`src/rtl/video_scale_pkg.sv`:
```
// rtl/video_scale_pkg.sv - shared widths, rounding constant and averaging helpers for video_half_scaler
package video_scale_pkg;

    // Rounding term added to a sum of four samples before the divide-by-four.
    localparam int ROUND_K = 2;

    function automatic int unsigned pair_w(input int unsigned ch_width);
        return ch_width + 1;
    endfunction

    function automatic int unsigned quad_w(input int unsigned ch_width);
        return ch_width + 2;
    endfunction

    function automatic logic [31:0] pair_sum(input logic [31:0] a, input logic [31:0] b);
        return a + b;
    endfunction

    // pair is the stored horizontal sum from the line above.
    function automatic logic [31:0] avg4_round(input logic [31:0] pair,
                                               input logic [31:0] prev,
                                               input logic [31:0] cur);
        return (pair + prev + cur + 32'(ROUND_K)) >> 2;
    endfunction

endpackage

```
`src/rtl/half_line_ram.sv`:
```
// rtl/half_line_ram.sv - simple dual-port single-clock RAM holding one line of horizontal pair sums
module half_line_ram #(
    parameter  int DEPTH = 960,
    parameter  int WIDTH = 27,
    localparam int AW    = (DEPTH > 1) ? $clog2(DEPTH) : 1
) (
    input  logic             clk,
    input  logic             wr_en,
    input  logic [AW-1:0]    wr_addr,
    input  logic [WIDTH-1:0] wr_data,
    input  logic             rd_en,
    input  logic [AW-1:0]    rd_addr,
    output logic [WIDTH-1:0] rd_data
);

    logic [WIDTH-1:0] mem [DEPTH];

    always_ff @(posedge clk) begin
        if (wr_en) begin
            mem[wr_addr] <= wr_data;
        end
        if (rd_en) begin
            rd_data <= mem[rd_addr];
        end
    end

endmodule

```
`src/rtl/video_half_scaler.sv`:
```
// rtl/video_half_scaler.sv - 2:1 video decimator / pass-through feeding the frame buffer write port
// HALF_SCALER_AVG_EN selects the 2x2 rounded box average; undefined gives nearest decimation.
module video_half_scaler
    import video_scale_pkg::*;
#(
    parameter int CH_WIDTH  = 8,
    parameter int CH_NUM    = 3,
    parameter int OUT_WIDTH = 32,
    parameter int H_ACTIVE  = 1920,
    parameter int V_ACTIVE  = 1080
) (
    input  logic                       I_clk,
    input  logic                       I_rstn,
    input  logic                       I_vs,
    input  logic                       I_de,
    input  logic [CH_NUM*CH_WIDTH-1:0] I_data,
    input  logic                       I_bypass,
    output logic                       O_FS,
    output logic                       O_wren,
    output logic [OUT_WIDTH-1:0]       O_data,
    output logic                       O_mode,
    output logic                       O_err
);

    localparam int PIX_W = CH_NUM * CH_WIDTH;
    localparam int XW    = $clog2(H_ACTIVE + 2);
    localparam int YW    = $clog2(V_ACTIVE + 1);

    logic             vs_q;
    logic             de_q;
    logic             active;
    logic             fs_d1;
    logic [XW-1:0]    x_cnt;
    logic [YW-1:0]    y_cnt;
    logic [PIX_W-1:0] prev_pix;
    logic             s1_valid;
    logic [PIX_W-1:0] s1_data;

    logic             vs_rise;
    logic             de_fall;
    logic [XW-1:0]    x_cur;
    logic [YW-1:0]    y_cur;
    logic             mode_cur;
    logic             tracking;
    logic             pix_ok;
    logic             x_odd;
    logic             y_odd;
    logic             s1_valid_next;
    logic [PIX_W-1:0] s1_data_next;

    // A pixel arriving on the sync edge itself already belongs to the new frame.
    assign vs_rise  = I_vs & ~vs_q;
    assign de_fall  = de_q & ~I_de;
    assign x_cur    = vs_rise ? '0 : x_cnt;
    assign y_cur    = vs_rise ? '0 : y_cnt;
    assign mode_cur = vs_rise ? I_bypass : O_mode;
    assign tracking = active | vs_rise;
    assign pix_ok   = tracking & I_de & (x_cur < XW'(H_ACTIVE)) & (y_cur < YW'(V_ACTIVE));
    assign x_odd    = x_cur[0];
    assign y_odd    = y_cur[0];

    always_ff @(posedge I_clk or negedge I_rstn) begin
        if (!I_rstn) begin
            vs_q   <= 1'b0;
            de_q   <= 1'b0;
            active <= 1'b0;
            fs_d1  <= 1'b0;
            O_FS   <= 1'b0;
            x_cnt  <= '0;
            y_cnt  <= '0;
            O_mode <= 1'b0;
            O_err  <= 1'b0;
        end else begin
            vs_q  <= I_vs;
            de_q  <= I_de;
            fs_d1 <= I_vs;
            O_FS  <= fs_d1;
            if (vs_rise) begin
                active <= 1'b1;
                O_mode <= I_bypass;
                x_cnt  <= I_de ? XW'(1) : '0;
                y_cnt  <= '0;
            end else if (active) begin
                if (de_fall) begin
                    if (x_cnt != XW'(H_ACTIVE)) begin
                        O_err <= 1'b1;
                    end
                    x_cnt <= '0;
                    if (y_cnt != YW'(V_ACTIVE)) begin
                        y_cnt <= y_cnt + YW'(1);
                    end
                // Saturate one past H_ACTIVE so over-long lines still read as wrong length.
                end else if (I_de && (x_cnt != XW'(H_ACTIVE + 1))) begin
                    x_cnt <= x_cnt + XW'(1);
                end
            end
        end
    end

`ifdef HALF_SCALER_AVG_EN
    localparam int SUM1_W = pair_w(CH_WIDTH);
    localparam int HALF   = H_ACTIVE / 2;
    localparam int AW     = (HALF > 1) ? $clog2(HALF) : 1;

    logic [CH_NUM*SUM1_W-1:0] wr_sum;
    logic [CH_NUM*SUM1_W-1:0] rd_sum;
    logic [PIX_W-1:0]         avg_pix;
    logic [AW-1:0]            half_idx;
    logic                     ram_wr;
    logic                     ram_rd;

    assign half_idx = AW'(x_cur >> 1);
    assign ram_wr   = pix_ok & ~mode_cur & x_odd & ~y_odd;
    assign ram_rd   = pix_ok & ~mode_cur & ~x_odd & y_odd;

    for (genvar c = 0; c < CH_NUM; c++) begin : g_ch
        assign wr_sum[c*SUM1_W +: SUM1_W] =
            SUM1_W'(pair_sum(32'(prev_pix[c*CH_WIDTH +: CH_WIDTH]),
                             32'(I_data[c*CH_WIDTH +: CH_WIDTH])));
        assign avg_pix[c*CH_WIDTH +: CH_WIDTH] =
            CH_WIDTH'(avg4_round(32'(rd_sum[c*SUM1_W +: SUM1_W]),
                                 32'(prev_pix[c*CH_WIDTH +: CH_WIDTH]),
                                 32'(I_data[c*CH_WIDTH +: CH_WIDTH])));
    end

    half_line_ram #(
        .DEPTH (HALF),
        .WIDTH (CH_NUM * SUM1_W)
    ) u_line_ram (
        .clk     (I_clk),
        .wr_en   (ram_wr),
        .wr_addr (half_idx),
        .wr_data (wr_sum),
        .rd_en   (ram_rd),
        .rd_addr (half_idx),
        .rd_data (rd_sum)
    );
`endif

    always_comb begin
        s1_valid_next = 1'b0;
        s1_data_next  = I_data;
        if (mode_cur) begin
            s1_valid_next = pix_ok;
        end else begin
`ifdef HALF_SCALER_AVG_EN
            s1_valid_next = pix_ok & x_odd & y_odd;
            s1_data_next  = avg_pix;
`else
            s1_valid_next = pix_ok & x_odd & ~y_odd;
            s1_data_next  = prev_pix;
`endif
        end
    end

    always_ff @(posedge I_clk or negedge I_rstn) begin
        if (!I_rstn) begin
            prev_pix <= '0;
            s1_valid <= 1'b0;
            s1_data  <= '0;
            O_wren   <= 1'b0;
            O_data   <= '0;
        end else begin
            if (pix_ok && !x_odd) begin
                prev_pix <= I_data;
            end
            s1_valid <= s1_valid_next;
            s1_data  <= s1_data_next;
            O_wren   <= s1_valid;
            O_data   <= OUT_WIDTH'(s1_data);
        end
    end

endmodule

```
`config.mk`:
```
export PLATFORM = sky130hd
export DESIGN_NAME = video_half_scaler
export DESIGN_NICKNAME = d
export VERILOG_FILES = /design/src/rtl/video_scale_pkg.sv /design/src/rtl/half_line_ram.sv /design/src/rtl/video_half_scaler.sv
export SDC_FILE = /design/constraint.sdc
export NUM_CORES = 1
export LEC_CHECK = 0
export ABC_AREA = 1
export CORE_AREA = 2 2 114 116
export DETAILED_ROUTE_END_ITERATION = 10
export DIE_AREA = 0 0 116 118
export GPL_TIMING_DRIVEN = 1
export HOLD_SLACK_MARGIN = 0.06
export PLACE_DENSITY = 0.67
export SETUP_SLACK_MARGIN = 0.2
export SLEW_MARGIN = 20
export SYNTH_ARGS = -nofsm -noshare
export SYNTH_HDL_FRONTEND = slang
export SYNTH_HIERARCHICAL = 1
export SYNTH_SLANG_ARGS = --single-unit
export TNS_END_PERCENT = 5
```
`constraint.sdc`:
```
create_clock -name I_clk -period 2 [get_ports I_clk]
set_clock_uncertainty 0.05 [all_clocks]
set_input_delay 0.4 -clock I_clk [delete_from_list [all_inputs] [get_ports I_clk]]
set_output_delay 0.4 -clock I_clk [all_outputs]
set_load 0.05 [all_outputs]
```
==> impl_results.html, run 1 <==
<table>
<tr><th>Metric</th><th>Value</th></tr>
<tr><th colspan="2">Outcome</th></tr>
<tr><td>Run status</td><td>finished clean</td></tr>
<tr><th colspan="2">Drt</th></tr>
<tr><td>Number of optimization iterations in the first detailed-route pass</td><td>4</td></tr>
<tr><td>Wire per inst</td><td>12.7 um</td></tr>
<tr><td>Antenna viol nets, final</td><td>0</td></tr>
<tr><td>DRC violation total after the first TritonRoute iteration</td><td>around 240</td></tr>
<tr><td>Number of design rule violations left after detail routing</td><td>0</td></tr>
<tr><td>Vias</td><td>roughly 3500</td></tr>
<tr><td>Routed WL</td><td>9510 um</td></tr>
<tr><td>Detail-routed via count per cell</td><td>4.68</td></tr>
<tr><th colspan="2">Floorplanning</th></tr>
<tr><td>Initial core utilization</td><td>0.363</td></tr>
<tr><td>Num ports</td><td>65</td></tr>
<tr><td>Area of the placeable core</td><td>0.0124 mm2</td></tr>
<tr><td>Die area</td><td>0.0137 mm2</td></tr>
<tr><td>Die span in x</td><td>116 um</td></tr>
<tr><td>Row Count</td><td>a little over 40</td></tr>
<tr><td>Die outline height</td><td>118 um</td></tr>
<tr><th colspan="2">Setup path</th></tr>
<tr><td>Cell-by-cell listing of the critical path</td><td>clkdlybuf4s50_1</td></tr>
<tr><td>Kind of critical path</td><td>flip-flop to primary output</td></tr>
<tr><td>Dominant delay contributor by cell family on the critical path</td><td>buffers and inverters</td></tr>
<tr><td>Minimum setup slack among reg-to-reg paths</td><td>0.33 ns</td></tr>
<tr><td>Count of cell instances traversed by the critical path</td><td>1</td></tr>
<tr><td>Worst Reg2Reg Path Length in Cells</td><td>9</td></tr>
<tr><td>Required time at the endpoint of the critical path</td><td>1.55 ns</td></tr>
<tr><td>Reg-to-Reg Start</td><td>x_cnt[0]$_DFFE_PN0P_</td></tr>
<tr><td>Startpoint kind of the worst setup timing path</td><td>flip-flop</td></tr>
<tr><td>Maximum single-stage delay on the critical path</td><td>between 0.8 and 0.9 ns</td></tr>
<tr><td>Critical path fanouts, max</td><td>1</td></tr>
<tr><td>Critical path's slowest cell</td><td>sky130_fd_sc_hd__clkdlybuf4s50_1</td></tr>
<tr><td>Reg2reg end</td><td>x_cnt[3]$_DFFE_PN0P_</td></tr>
<tr><td>Worst setup EP type</td><td>primary output</td></tr>
<tr><td>Worst endpoint data arrival time</td><td>1.49 ns</td></tr>
<tr><td>WP buf/inv</td><td>1</td></tr>
<tr><th colspan="2">Synth</th></tr>
<tr><td>Top cell type's share of synthesized area</td><td>0.567</td></tr>
<tr><td>Synthesized area divided by synthesized cell count</td><td>8.99 um2</td></tr>
<tr><td>Mapped Cells</td><td>between 500 and 600</td></tr>
<tr><td>Area contributors post-synth</td><td>sky130_fd_sc_hd__dfrtp_1 (57%), sky130_fd_sc_hd__nand2_1 (14%), sky130_fd_sc_hd__nand3_1 (8.3%)</td></tr>
<tr><td>Most frequently used cell type in the post-synthesis netlist</td><td>sky130_fd_sc_hd__nand2_1</td></tr>
<tr><td>Top cell type by total area after synthesis</td><td>sky130_fd_sc_hd__dfrtp_1</td></tr>
<tr><td>Distinct cell type count after synthesis</td><td>34</td></tr>
<tr><td>YS warnings</td><td>6</td></tr>
<tr><td>Portion of the post-synthesis area used by sequential elements</td><td>0.567</td></tr>
<tr><td>Most frequently used flop master after synthesis</td><td>sky130_fd_sc_hd__dfrtp_1</td></tr>
<tr><td>Number of enable-type register cells in the synthesized netlist</td><td>0</td></tr>
<tr><td>Fraction of registers with async set or reset after synthesis</td><td>1.00</td></tr>
<tr><td>FF+latch count, synth</td><td>about 100</td></tr>
<tr><td>Synthesized cell area</td><td>0.00450 mm2</td></tr>
<tr><td>Most instantiated cells after synthesis</td><td>sky130_fd_sc_hd__nand2_1 (164), sky130_fd_sc_hd__dfrtp_1 (102), sky130_fd_sc_hd__nand3_1 (75)</td></tr>
<tr><th colspan="2">Finish</th></tr>
<tr><td>Area Growth Syn to Fin</td><td>25.1%</td></tr>
<tr><td>Net count, final</td><td>605</td></tr>
<tr><td>Design area</td><td>~0.0056 mm2</td></tr>
<tr><td>Fraction of final layout cells sized beyond drive strength 1</td><td>0.160</td></tr>
<tr><td>ANT cells</td><td>0</td></tr>
<tr><th colspan="2">Worst hold path</th></tr>
<tr><td>HP Start</td><td>s1_data[4]$_DFF_PN0_</td></tr>
<tr><td>End point of the worst hold path</td><td>O_data[4]$_DFF_PN0_</td></tr>
<tr><td>Cell depth of the worst hold path</td><td>0</td></tr>
<tr><td>Class of the most critical hold timing path</td><td>flip-flop to flip-flop</td></tr>
<tr><th colspan="2">Clock tree</th></tr>
<tr><td>Later-pin clock latency in the skew report</td><td>~0.34 ns</td></tr>
<tr><td>Buffers inserted during post-CTS setup optimization</td><td>0</td></tr>
<tr><td>CTS tree</td><td>yes</td></tr>
<tr><td>Clock buffers created by TritonCTS</td><td>9</td></tr>
<tr><td>Maximum root-to-sink buffer count</td><td>2</td></tr>
<tr><td>Clock slew at the register clock pins of the worst setup and hold paths</td><td>0.07 ns</td></tr>
<tr><td>Maximum level of the CTS H-tree</td><td>3</td></tr>
<tr><td>Count of clock tree sinks</td><td>102</td></tr>
<tr><td>Clk root buf</td><td>sky130_fd_sc_hd__clkbuf_16</td></tr>
<tr><th colspan="2">Timing</th></tr>
<tr><td>Worst Setup Slack, final</td><td>0.0621 ns</td></tr>
<tr><td>Worst rel slew slack</td><td>0.657</td></tr>
<tr><td>Minimum clock period</td><td>1.94 ns</td></tr>
<tr><td>Hold WS</td><td>0.294 ns</td></tr>
<tr><td>Unrepaired setup endpoints after global routing</td><td>true</td></tr>
<tr><td>Slew Limit Fails</td><td>0</td></tr>
<tr><td>Highest clock frequency the design can meet</td><td>slightly above 500 MHz</td></tr>
<tr><td>Final Hold Viols</td><td>0</td></tr>
<tr><td>Final number of setup-violating endpoints</td><td>0</td></tr>
<tr><td>Tcrit/Tclk final</td><td>0.969</td></tr>
<tr><td>Tightest Pin Transition</td><td>0.513 ns</td></tr>
<tr><td>Setup TNS</td><td>0 ns</td></tr>
<tr><th colspan="2">Place</th></tr>
<tr><td>Final weighted congestion of routability-driven global placement</td><td>0.867</td></tr>
<tr><td>DP HPWL</td><td>6580 um</td></tr>
<tr><td>Count of port buffers added during placement</td><td>56</td></tr>
<tr><td>Pre-CTS setup slack</td><td>just under 0.06 ns</td></tr>
<tr><td>Area of placed instances</td><td>0.00534 mm2</td></tr>
<tr><th colspan="2">Global routing</th></tr>
<tr><td>First-pass GRT wire length</td><td>16300 um</td></tr>
<tr><td>Number of global-route vias before repair</td><td>3348</td></tr>
<tr><td>Total routing usage reported by global routing</td><td>0.149</td></tr>
<tr><td>Number of antenna violations at the first check in global routing</td><td>0</td></tr>
<tr><td>Largest net degree at the start of global routing</td><td>between 40 and 50</td></tr>
<tr><td>Total grt overflow</td><td>0</td></tr>
<tr><th colspan="2">Pwr</th></tr>
<tr><td>Worst vdd rail ir drop</td><td>just over 0.0005 V</td></tr>
<tr><td>Leakage power summed over all cells</td><td>2.71 nW</td></tr>
<tr><td>Total power after layout</td><td>5.72 mW</td></tr>
<tr><td>Cell Pwr Density</td><td>1010 mW/mm2</td></tr>
<tr><th colspan="2">Run</th></tr>
<tr><td>Reported max-cap violation count</td><td>0</td></tr>
</table>
==> routing by layer <==
metal,vias to the layer above,part of all wire,global-route usage
met5,-,0,0
li1,1713,-,-
met1,1676,0.46,0.202
met3,18,0.042,0.0252
met2,92,0.48,0.236
met4,0,0.019,0.0580
==> placed cells by master, fill, tap and decap left out, types with 2 or more instances in the layout <==
cell and count:
sky130_fd_sc_hd__nor2_1 31, sky130_fd_sc_hd__inv_6 2, sky130_fd_sc_hd__nor2_4 2, sky130_fd_sc_hd__nand2_4 2
sky130_fd_sc_hd__xor2_1 4, sky130_fd_sc_hd__buf_4 22, sky130_fd_sc_hd__clkbuf_16 9, sky130_fd_sc_hd__clkdlybuf4s50_1 49
sky130_fd_sc_hd__inv_2 6, sky130_fd_sc_hd__nand3_1 75, sky130_fd_sc_hd__dfrtp_1 102, sky130_fd_sc_hd__o21ai_1 9
sky130_fd_sc_hd__ha_1 5, sky130_fd_sc_hd__clkinv_4 2, sky130_fd_sc_hd__nor2_2 2, sky130_fd_sc_hd__o21ai_2 4
sky130_fd_sc_hd__nor3_1 3, sky130_fd_sc_hd__o21ai_0 3, sky130_fd_sc_hd__buf_12 6, sky130_fd_sc_hd__conb_1 8
sky130_fd_sc_hd__inv_1 19, sky130_fd_sc_hd__nand4_1 2, sky130_fd_sc_hd__nand2_1 164, sky130_fd_sc_hd__nand2_2 28
==> worst max path at each step <==
stage	start	endpoint	slack [ns]
final	O_data[14]$_DFF_PN0_	O_data[14]	0.06
after global routing	O_data[1]$_DFF_PN0_	O_data[1]	0.03
after CTS	O_data[22]$_DFF_PN0_	O_data[22]	0.05
after detailed placement	I_vs	y_cnt[10]$_DFFE_PN0P_	0.06
after global placement	I_vs	x_cnt[9]$_DFFE_PN0P_	0.11
after floorplan	x_cnt[1]$_DFFE_PN0P_	x_cnt[5]$_DFFE_PN0P_	0.58
==> power by group <==
part | total [mW] | switching [mW] | leakage [nW] | internal (mW)
clock | 1.65 | 0.793 | 0.134 | 0.859
combinational | 1.43 | 0.922 | 1.30 | 0.506
sequential | 2.64 | 0.200 | 1.28 | 2.44
total | 5.72 | 1.92 | 2.71 | 3.80
==> layout make-up <==
cell class	instances	area [um2]
Timing Repair Buffer	80	807
Clock inverter	6	53.8
Inverter	26	97.6
Fill cell	1208	6780
Tap cell	172	215
Multi-Input combinational cell	352	1680
Sequential cell	102	2550
Clock buffer	9	225
==> logic make-up after synthesis <==
logic type	share of synthesized area
flip-flops	0.567
other	0.000833
buffers and inverters	0.0656
adder cells (fa/ha/maj)	0.0139
AND/OR/NAND/NOR	0.314
XOR/XNOR	0.00778
AO/OA/AOI/OAI	0.0308
==> flip-flops by register name, indices dropped and copies added (netlist names), 11 cells and up <==
| name | cells |
|---|---|
| O_data | 24 |
| x_cnt | 11 |
| y_cnt | 11 |
| s1_data | 24 |
| prev_pix | 24 |
==> through the flow <==
step | instances | utilization
after floorplan | 508 | -
after global placement | 731 | 0.430
after detailed placement | 731 | 0.430
after CTS | 747 | 0.454
after global routing | 747 | 0.454
final | 747 | 0.454
==> repair_timing <==
item                                    CTS  global route
resized for setup                         1             1
hold endpoints to repair                 25             0
hold buffers                              1             0
pin swaps                                 0             0
cloned                                    0             0
endpoints found under the setup margin   24            23
No activity file was read; power rests on OpenSTA's default activity.
==> inputs of run 2 (changes only) <==
--- a/config.mk
+++ b/config.mk
@@ -6,9 +6,9 @@
 export NUM_CORES = 1
 export LEC_CHECK = 0
 export ABC_AREA = 1
-export CORE_AREA = 2 2 114 116
+export CORE_AREA = 5 5 117 119
 export DETAILED_ROUTE_END_ITERATION = 10
-export DIE_AREA = 0 0 116 118
+export DIE_AREA = 0 0 122 124
 export GPL_TIMING_DRIVEN = 1
 export HOLD_SLACK_MARGIN = 0.06
 export PLACE_DENSITY = 0.67
==> run 2 against run 1 <==
  * Sequential share of layout area decreased by 0.28 points
  * Combinational power about the same
  * Global-route usage is 1.9 points lower
  * Total power up 2.0%
  * Largest power group unchanged
  * Highest routed layer unchanged
  * Non-clock buffer count rose by 1
  * First-iteration DRC count rose by 2.1%
  * Count of clock-buffer cells in the layout stayed put
  * Clock power up 7%
  * Die area rose by 11%
  * Via count shrank 1.0%
==> impl_results.html, run 2 (synthesis results as in run 1) <==
<table>
<tr><th>Metric</th><th>Value</th></tr>
<tr><th colspan="2">Outcome</th></tr>
<tr><td>Run status</td><td>finished clean</td></tr>
<tr><th colspan="2">Timing</th></tr>
<tr><td>Final number of setup-violating endpoints</td><td>0 (unchanged)</td></tr>
<tr><td>Slew Limit Fails</td><td>0 (unchanged)</td></tr>
<tr><td>Unrepaired setup endpoints after global routing</td><td>true</td></tr>
<tr><td>Tightest Pin Transition</td><td>0.505 ns (-0.00765 ns)</td></tr>
<tr><td>Minimum clock period</td><td>1.92 ns (-0.0197 ns)</td></tr>
<tr><td>Worst Setup Slack, final</td><td>0.0818 ns (+0.0197 ns)</td></tr>
<tr><td>Setup TNS</td><td>0 ns (unchanged)</td></tr>
<tr><td>Tcrit/Tclk final</td><td>0.959 (-0.00986)</td></tr>
<tr><td>Worst rel slew slack</td><td>0.662 (+0.00512)</td></tr>
<tr><td>Final Hold Viols</td><td>0 (unchanged)</td></tr>
<tr><td>Highest clock frequency the design can meet</td><td>521 MHz (+1.0%)</td></tr>
<tr><th colspan="2">Floorplanning</th></tr>
<tr><td>Die span in x</td><td>122 um (+5.2%)</td></tr>
<tr><td>Area of the placeable core</td><td>0.0125 mm2 (+0.41%)</td></tr>
<tr><td>Die outline height</td><td>124 um (+5.1%)</td></tr>
<tr><td>Row Count</td><td>41 (unchanged)</td></tr>
<tr><td>Die area</td><td>0.0151 mm2 (+11%)</td></tr>
<tr><td>Num ports</td><td>65 (unchanged)</td></tr>
<tr><td>Initial core utilization</td><td>0.361 (-0.00149)</td></tr>
<tr><th colspan="2">Pwr</th></tr>
<tr><td>Leakage power summed over all cells</td><td>2.73 nW (+0.60%)</td></tr>
<tr><td>Cell Pwr Density</td><td>1030 mW/mm2 (+1.4%)</td></tr>
<tr><td>Proportion of total power due to net switching</td><td>0.326 (-0.00958)</td></tr>
<tr><td>Net Sw Power</td><td>1.90 mW (-0.90%)</td></tr>
<tr><td>Cell-internal power</td><td>3.93 mW (+3.5%)</td></tr>
<tr><td>Share of total power in sequential cells</td><td>0.452 (-0.009)</td></tr>
<tr><td>Share of total power in the clock network</td><td>0.302 (+0.013)</td></tr>
<tr><td>Worst vdd rail ir drop</td><td>0.000586 V (+16%)</td></tr>
<tr><td>Share of total power in combinational logic</td><td>0.247 (-0.003)</td></tr>
<tr><th colspan="2">Finish</th></tr>
<tr><td>FF+latch area</td><td>0.00255 mm2 (unchanged)</td></tr>
<tr><td>Multi-input gate area</td><td>0.00168 mm2 (unchanged)</td></tr>
<tr><td>Area Growth Syn to Fin</td><td>25.9%</td></tr>
<tr><td>Filler Cells Inserted</td><td>1193 (-1.2%)</td></tr>
<tr><td>Fraction of final layout cells sized beyond drive strength 1</td><td>0.163 (+0.00291)</td></tr>
<tr><td>Net count, final</td><td>606 (+0.17%)</td></tr>
<tr><td>Leading cell types in the layout, fill and taps excluded</td><td>sky130_fd_sc_hd__nand2_1 (164), sky130_fd_sc_hd__dfrtp_1 (102), sky130_fd_sc_hd__nand3_1 (75), sky130_fd_sc_hd__clkdlybuf4s50_1 (49), sky130_fd_sc_hd__nor2_1 (31)</td></tr>
<tr><td>ANT cells</td><td>0 (unchanged)</td></tr>
<tr><td>Regs by FF count</td><td>O_data x24, prev_pix x24, s1_data x24</td></tr>
<tr><td>Leading cell type in the layout, fill and taps excluded</td><td>sky130_fd_sc_hd__nand2_1</td></tr>
<tr><th colspan="2">Clock tree</th></tr>
<tr><td>Clock buffers created by TritonCTS</td><td>9 (unchanged)</td></tr>
<tr><td>CTS tree</td><td>yes</td></tr>
<tr><td>Maximum root-to-sink buffer count</td><td>2 (unchanged)</td></tr>
<tr><td>Maximum level of the CTS H-tree</td><td>3 (unchanged)</td></tr>
<tr><td>Clk root buf</td><td>sky130_fd_sc_hd__clkbuf_16</td></tr>
<tr><td>Clock slew at the register clock pins of the worst setup and hold paths</td><td>0.07 ns (about the same)</td></tr>
<tr><td>Later-pin clock latency in the skew report</td><td>0.34 ns (about the same)</td></tr>
<tr><td>Count of clock tree sinks</td><td>102 (unchanged)</td></tr>
<tr><th colspan="2">Setup path</th></tr>
<tr><td>Maximum single-stage delay on the critical path</td><td>0.80 ns (about the same)</td></tr>
<tr><td>Dominant delay contributor by cell family on the critical path</td><td>buffers and inverters</td></tr>
<tr><td>Kind of critical path</td><td>flip-flop to primary output</td></tr>
<tr><td>Worst setup EP type</td><td>primary output</td></tr>
<tr><td>Required time at the endpoint of the critical path</td><td>1.55 ns (about the same)</td></tr>
<tr><td>Cell-by-cell listing of the critical path</td><td>clkdlybuf4s50_1</td></tr>
<tr><td>WP buf/inv</td><td>1 (unchanged)</td></tr>
<tr><td>Reg-to-Reg Start</td><td>x_cnt[1]$_DFFE_PN0P_</td></tr>
<tr><td>Critical path fanouts, max</td><td>1 (unchanged)</td></tr>
<tr><td>Critical path's slowest cell</td><td>sky130_fd_sc_hd__clkdlybuf4s50_1</td></tr>
<tr><td>Startpoint kind of the worst setup timing path</td><td>flip-flop</td></tr>
<tr><td>Worst Reg2Reg Path Length in Cells</td><td>10 (+1)</td></tr>
<tr><td>Reg2reg end</td><td>x_cnt[8]$_DFFE_PN0P_</td></tr>
<tr><td>Minimum setup slack among reg-to-reg paths</td><td>0.39 ns (+0.06 ns)</td></tr>
<tr><td>Worst endpoint data arrival time</td><td>1.47 ns (-0.02 ns)</td></tr>
<tr><th colspan="2">Place</th></tr>
<tr><td>Count of port buffers added during placement</td><td>56 (unchanged)</td></tr>
<tr><td>Pre-CTS setup slack</td><td>-0.0138 ns (-0.0724 ns)</td></tr>
<tr><td>Final weighted congestion of routability-driven global placement</td><td>0.840 (-3.1%)</td></tr>
<tr><td>DP HPWL</td><td>6970 um (+5.8%)</td></tr>
<tr><th colspan="2">Global routing</th></tr>
<tr><td>First-pass GRT wire length</td><td>15800 um (-2.9%)</td></tr>
<tr><td>Largest net degree at the start of global routing</td><td>37 (-18%)</td></tr>
<tr><td>Number of antenna violations at the first check in global routing</td><td>0 (unchanged)</td></tr>
<tr><td>Total routing usage reported by global routing</td><td>0.130 (-0.0185)</td></tr>
<tr><td>Total grt overflow</td><td>0 (unchanged)</td></tr>
<tr><td>Number of global-route vias before repair</td><td>3413 (+1.9%)</td></tr>
<tr><th colspan="2">Drt</th></tr>
<tr><td>Detail-routed via count per cell</td><td>4.62 (-1.3%)</td></tr>
<tr><td>Wire per inst</td><td>12.9 um (+1.1%)</td></tr>
<tr><td>Number of design rule violations left after detail routing</td><td>0 (unchanged)</td></tr>
<tr><td>DRC violation total after the first TritonRoute iteration</td><td>240 (+2.1%)</td></tr>
<tr><td>Vias</td><td>3463 (-1.0%)</td></tr>
<tr><td>Number of optimization iterations in the first detailed-route pass</td><td>4 (unchanged)</td></tr>
<tr><td>Routed WL</td><td>9640 um (+1.4%)</td></tr>
<tr><td>Antenna viol nets, final</td><td>0 (unchanged)</td></tr>
<tr><th colspan="2">Worst hold path</th></tr>
<tr><td>Cell depth of the worst hold path</td><td>0 (unchanged)</td></tr>
<tr><td>End point of the worst hold path</td><td>O_data[4]$_DFF_PN0_</td></tr>
<tr><td>HP Start</td><td>s1_data[4]$_DFF_PN0_</td></tr>
<tr><td>Class of the most critical hold timing path</td><td>flip-flop to flip-flop</td></tr>
<tr><th colspan="2">Run</th></tr>
<tr><td>Reported max-cap violation count</td><td>0 (unchanged)</td></tr>
</table>
## run 2: changes by cell type in the layout (fill, tap and decap cells not counted), sizes merged
cell      delta
clkinvlp     +1
buf          +1
bufinv       +1
inv          -1
## run 2: how the worst max path moves through the flow
| stage | from | endpoint | slack (ns) | cells after the start |
|---|---|---|---|---|
| final | O_data[16]$_DFF_PN0_ | O_data[16] | 0.08 | 1 |
| after global routing | O_data[3]$_DFF_PN0_ | O_data[3] | 0.03 | 1 |
| after global placement | I_vs | x_cnt[6]$_DFFE_PN0P_ | 0.05 | 11 |
| after detailed placement | I_vs | x_cnt[8]$_DFFE_PN0P_ | -0.01 | 11 |
| after CTS | O_data[17]$_DFF_PN0_ | O_data[17] | 0.04 | 1 |
| after floorplan | x_cnt[1]$_DFFE_PN0P_ | x_cnt[5]$_DFFE_PN0P_ | 0.58 | 10 |
## run 2: routing by layer
metal | global-route usage | wire length [um]
met5 | 0 | 0
met4 | 0.0385 | 89
met3 | 0.0295 | 537
met2 | 0.224 | 4690
met1 | 0.164 | 4320
## run 2: through the flow
stage	hold slack, ns	utilization	power, mW	area, um2	cells
2_1_floorplan	0.0544	-	3.59	4530	508
3_3_place_gp	0.282	0.429	4.09	5350	732
3_5_place_dp	0.285	0.429	4.13	5350	732
4_1_cts	0.300	0.454	5.90	5670	749
5_1_grt	0.309	0.455	6.13	5670	749
6_report	0.298	0.455	5.83	5670	749
## run 2: what timing repair did
item                       in CTS  in global routing
setup endpoints to repair      24                 23
setup buffers                   0                  0
hold endpoints to repair       32                  0
hold buffers                    1                  0
gates resized for setup         1                  1
## run 2: power by group through the flow
| stage | logic, mW | registers [mW] | clock network (mW) |
|---|---|---|---|
| 2_1_floorplan | 0.577 | 3.01 | 0 |
| 3_3_place_gp | 1.43 | 2.66 | 0 |
| 3_5_place_dp | 1.45 | 2.68 | 0 |
| 4_1_cts | 1.46 | 2.64 | 1.81 |
| 5_1_grt | 1.56 | 2.68 | 1.89 |
| 6_report | 1.44 | 2.63 | 1.76 |
## run 2: final cells by class
class                   count  share of cell area
inverters                  26              0.0172
repair buffers             81               0.144
clock buffers               9              0.0397
multi-input cells         352               0.297
flip-flops and latches    102               0.450
well taps                 172              0.0380
clock inverters             7              0.0143
